## config.mk

```make
export PLATFORM = sky130hd
export DESIGN_NAME = serial_subtractor
export DESIGN_NICKNAME = d
export VERILOG_FILES = /design/src/rtl/serial_sub_pkg.sv /design/src/rtl/half_subtractor.sv /design/src/rtl/serial_subtractor.sv
export SDC_FILE = /design/constraint.sdc
export NUM_CORES = 1
export LEC_CHECK = 0
export ABC_CLOCK_PERIOD_IN_PS = 1700
export CORE_UTILIZATION = 35
export CTS_CLUSTER_DIAMETER = 100
export DETAILED_ROUTE_END_ITERATION = 8
export PLACE_DENSITY = 0.6
export SYNTH_ARGS = -nofsm -noshare
export SYNTH_HDL_FRONTEND = slang
export SYNTH_SLANG_ARGS = --single-unit
```

## constraint.sdc

```tcl
create_clock -name clk -period 1.7 [get_ports clk]
set_input_delay 0.17 -clock clk [delete_from_list [all_inputs] [get_ports clk]]
set_output_delay 0.17 -clock clk [all_outputs]
set_load 0.1 [all_outputs]
```

## src/rtl/serial_sub_pkg.sv

```systemverilog
// Shared types and constants for the bit-serial subtractor.
package serial_sub_pkg;

    typedef enum logic [1:0] {
        IDLE,
        RUN,
        DONE
    } state_t;

    localparam int unsigned DEFAULT_WIDTH = 8;

    function automatic int unsigned cnt_width(input int unsigned width);
        return $clog2(width);
    endfunction

endpackage

```

## src/rtl/half_subtractor.sv

```systemverilog
// Combinational half-subtractor: difference and borrow of x - y.
module half_subtractor (
    input  logic x,
    input  logic y,
    output logic d,
    output logic bo
);

    assign d  = x ^ y;
    assign bo = ~x & y;

endmodule

```

## src/rtl/serial_subtractor.sv

```systemverilog
// Bit-serial unsigned subtractor (a - b), LSB first, with start/done handshake.
// Optional signed-overflow flag port `ovf` enabled by defining SERIAL_SUB_OVF_EN.
module serial_subtractor
    import serial_sub_pkg::*;
#(
    parameter int unsigned WIDTH = DEFAULT_WIDTH
) (
    input  logic             clk,
    input  logic             rst,
    input  logic             start,
    input  logic [WIDTH-1:0] a,
    input  logic [WIDTH-1:0] b,
    output logic             busy,
    output logic             done,
    output logic [WIDTH-1:0] diff,
    output logic             borrow
`ifdef SERIAL_SUB_OVF_EN
    ,
    output logic             ovf
`endif
);

    localparam int unsigned CW = cnt_width(WIDTH);

    state_t           state, state_n;
    logic [WIDTH-1:0] sa, sb;
    logic [WIDTH-2:0] res;
    logic [WIDTH-1:0] res_next;
    logic [CW-1:0]    cnt;
    logic             br;
    logic             last;
    logic             d1, bo1, d, bo2, bo;

`ifdef SERIAL_SUB_OVF_EN
    logic a_msb, b_msb;
`endif

    // Full-subtractor cell: two half-subtractors plus an OR of their borrows.
    half_subtractor u_hs0 (
        .x  (sa[0]),
        .y  (sb[0]),
        .d  (d1),
        .bo (bo1)
    );

    half_subtractor u_hs1 (
        .x  (d1),
        .y  (br),
        .d  (d),
        .bo (bo2)
    );

    assign bo       = bo1 | bo2;
    assign last     = (cnt == CW'(WIDTH - 1));
    assign res_next = {d, res};

    always_ff @(posedge clk or posedge rst) begin
        if (rst) begin
            state <= IDLE;
        end else begin
            state <= state_n;
        end
    end

    always_comb begin
        state_n = state;
        case (state)
            IDLE:    if (start) state_n = RUN;
            RUN:     if (last)  state_n = DONE;
            DONE:    state_n = IDLE;
            default: state_n = IDLE;
        endcase
    end

    // busy/done are registered from the next state so they align with the FSM.
    always_ff @(posedge clk or posedge rst) begin
        if (rst) begin
            sa     <= '0;
            sb     <= '0;
            res    <= '0;
            cnt    <= '0;
            br     <= 1'b0;
            diff   <= '0;
            borrow <= 1'b0;
            busy   <= 1'b0;
            done   <= 1'b0;
`ifdef SERIAL_SUB_OVF_EN
            a_msb  <= 1'b0;
            b_msb  <= 1'b0;
            ovf    <= 1'b0;
`endif
        end else begin
            busy <= (state_n == RUN);
            done <= (state_n == DONE);
            case (state)
                IDLE: begin
                    if (start) begin
                        sa  <= a;
                        sb  <= b;
                        br  <= 1'b0;
                        cnt <= '0;
`ifdef SERIAL_SUB_OVF_EN
                        a_msb <= a[WIDTH-1];
                        b_msb <= b[WIDTH-1];
`endif
                    end
                end
                RUN: begin
                    sa  <= sa >> 1;
                    sb  <= sb >> 1;
                    res <= res_next[WIDTH-1:1];
                    br  <= bo;
                    cnt <= cnt + 1'b1;
                    if (last) begin
                        diff   <= res_next;
                        borrow <= bo;
`ifdef SERIAL_SUB_OVF_EN
                        ovf    <= (a_msb != b_msb) && (d != a_msb);
`endif
                    end
                end
                default: ;
            endcase
        end
    end

endmodule

```

==> impl_results.md, run 1 <==
* Outcome: complete, no violations
* Netlist cell types at 21
* Largest net degree at the start of global routing at 41
* Mapped Cells at 142
* Yosys warnings at 0
* IO buf count at 29
* Rows at 25
* Final worst-path cycle share at 91.3%
* Relative slew slack at 65.9%
* Setup Fix Bufs, Post-CTS at 0
* Chip Height at 74.0 microns
* Worst slack, placed at 0.155 ns
* Worst setup margin at 0.148 ns
* Layout cells sized above 1 at 25.3%
* FF+latch area at 1000 sq um
* First-pass GRT wire length at 5.62 mm
* Commonest non-fill, non-tap cells in the layout: dfrtp_1 (40), inv_1 (19), buf_4 (19)
* Least-Margin Pin Slew at 0.511 ns
* Die X at 74.0 microns
* Number of max-cap violations at 0
* DRC at 0
* Initial antenna violation count at 0
* Pwr/cell area at 2070 nW/um^2
* Area Growth Syn to Fin at 26.2%
* Setup-failing EPs final at 0
* Clock Sinks at 40
* Latest clock arrival within the worst-skew pair at 0.29 ns
* Fin. max-slew vios at 0
* Hold_buf cts at 0
* Critical Path RT at 1.88 ns
* Area of the multi-input gates at 677 sq um
* Initial DRC count at 33
* Die area at 5480 sq um
* Element type at the critical path start: flop
* CTS buffer count at 5
* Max clock buf depth at 2
* Crit path DAT at 1.73 ns
* Final wirelength at 3.16 mm
* Number of antenna-violating nets in the routed design at 0
* Nets@finish at 199
* HPWL Detailed at 2.18 mm
* Routed length per placed instance at 12.9 microns
* Endpoints failing hold at 0
* Net Count, Synth at 164
* Hold Path Class: input pin to asynchronous set/reset pin
* First-pass DRT Iterations at 4
* Fin crit period at 1.55 ns
* Post-synthesis sequential area ratio at 55.2%
* GPL Wtd Cong at 0.685
* Max IR drop VDD at 0.00102 V
* Core area at 4850 sq um
* Clock Skew at 0.00880 ns
* Initial core utilization at 37.4%
* Setup TNS at 0 ns
* Vias per cell at 4.87
* Antenna Cells at 0
* Commonest non-fill, non-tap cell in the layout: dfrtp_1
* Highest Clock Rate at 644 MHz
* Largest fanout on the critical path at 11
* Leakage power at 1.04 nW
* Mapped Avg Cell Area at 12.8 sq um
* # fillers at 432
* Grt ovf at 0
* Yosys reg bits at 40
* Clk pin slew, worst setup/hold paths at 0.08 ns
* Clock tree root driver cell: clkbuf_8
* Mapped Area at 1810 sq um
* Crit path kind: flop to flop
* Via Count at 1193
* Unrepaired setup endpoints after global routing: false
* # IOs at 30
* Via count of the first global-routing pass at 1210
* H-tree depth at 2
* Crit end category: flop
* Post-cts resize count at 0
* CTS tree: done
* Total global-route track usage at 13.8%
through the flow:
step                instances  hold slack [ns]  util [%]  power, W  area [sq um]
CTS                       245            0.322      47.2   0.00483          2290
finish                    245            0.288      47.2   0.00475          2290
global route              245            0.349      47.2   0.00510          2290
global placement          237            0.490      45.3   0.00410          2200
floorplan                 142            0.303         -   0.00357          1810
detailed placement        237            0.490      45.3   0.00416          2200
kinds of logic (layout without fill, tap and decap cells):
group	count (synthesis)	in the layout	share of synthesized area, %
simple gates	30	30	13.7
compound gates	22	22	9.24
mux	17	17	11.9
buf+inv	30	66	7.52
flops	40	40	55.2
fa+ha+maj	3	3	2.48
critical path, cell delays in order (launching register included):
cell      delay [ns]
dfrtp_1         0.40
ha_1            0.21
ha_1            0.20
nand3b_1        0.14
buf_12          0.16
mux2_2          0.33
per-layer routing:
layer	vias to the layer above	GRT usage, %	share of wire [%]
met2	31	22.8	48
met1	583	16.7	45
met3	6	5.42	6.1
met4	0	3.85	1.1
li1	573	-	-
met5	-	0	0
final timing paths:
| kind | from | endpoint | slack (ns) | cells past startpoint |
|---|---|---|---|---|
| max in group asynchronous | rst | res[3] | 1.04 | 3 |
| worst min-delay path | rst | res[1] | 0.29 | 3 |
| min in group clk | b[7] | sb[7] | 0.48 | 2 |
| worst min register to register | sa[7] | sa[7] | 0.51 | 1 |
| worst max register to register | cnt[0] | diff[6] | 0.15 | 5 |
| worst max-delay path | cnt[0] | diff[6] | 0.15 | 5 |
report_power, final:
part	total, W	leakage, nW	internal, W	switching [W]
Clock	0.000648	0.0445	0.000330	0.000318
Combinational	0.00245	0.520	0.000944	0.00150
Sequential	0.00166	0.480	0.00140	0.000254
flip-flops by register name, indices dropped and copies added, names as in the netlist:
| name | cells |
|---|---|
| diff | 8 |
| sa | 8 |
| sb | 8 |
| res | 7 |
| cnt | 3 |
| state | 2 |
| borrow | 1 |
| br | 1 |
| busy | 1 |
| done | 1 |
cells in the mapped netlist:
cell       n  share of area, %
nor3b_2    1              0.69
a22o_1     5               2.4
mux2i_1    2               1.1
buf_2      4               1.1
nor2b_2    1              0.48
clkbuf_1   3              0.62
buf_6      1              0.62
dfrtp_1   40                55
nand3b_1   1              0.41
nor4b_1   14               6.8
nor3b_1   13               5.4
a221oi_1   1              0.48
ha_1       2               1.4
a211oi_1  13               5.4
a21oi_1    2              0.55
mux2_2     8               5.0
fa_1       1               1.1
inv_1     19               3.9
buf_4      3               1.2
o21bai_1   1              0.41
mux2_4     7               5.8
layout make-up:
type                       count  share of cell area, %
inverter                      19                   3.11
timing repair buffer          39                   15.8
sequential                    40                   43.7
tap                           67                   3.66
clock buffer                   7                   3.77
clock inverter                 1                  0.328
multi-input combinational     72                   29.6
Note: power is estimated with default switching activity, not from simulation.
==> run 2, diff against run 1 <==
Settings changed: CAP_MARGIN from default to 20, HOLD_SLACK_MARGIN from default to 0.12.
==> results of run 2 <==
The final DEF is identical to that of run 1; final timing and power are the same.
==> run 3, diff against run 2 <==
Settings changed: SKIP_LAST_GASP from default to 1.
==> results of run 3 <==
The final DEF is identical to that of run 1; final timing and power are the same.
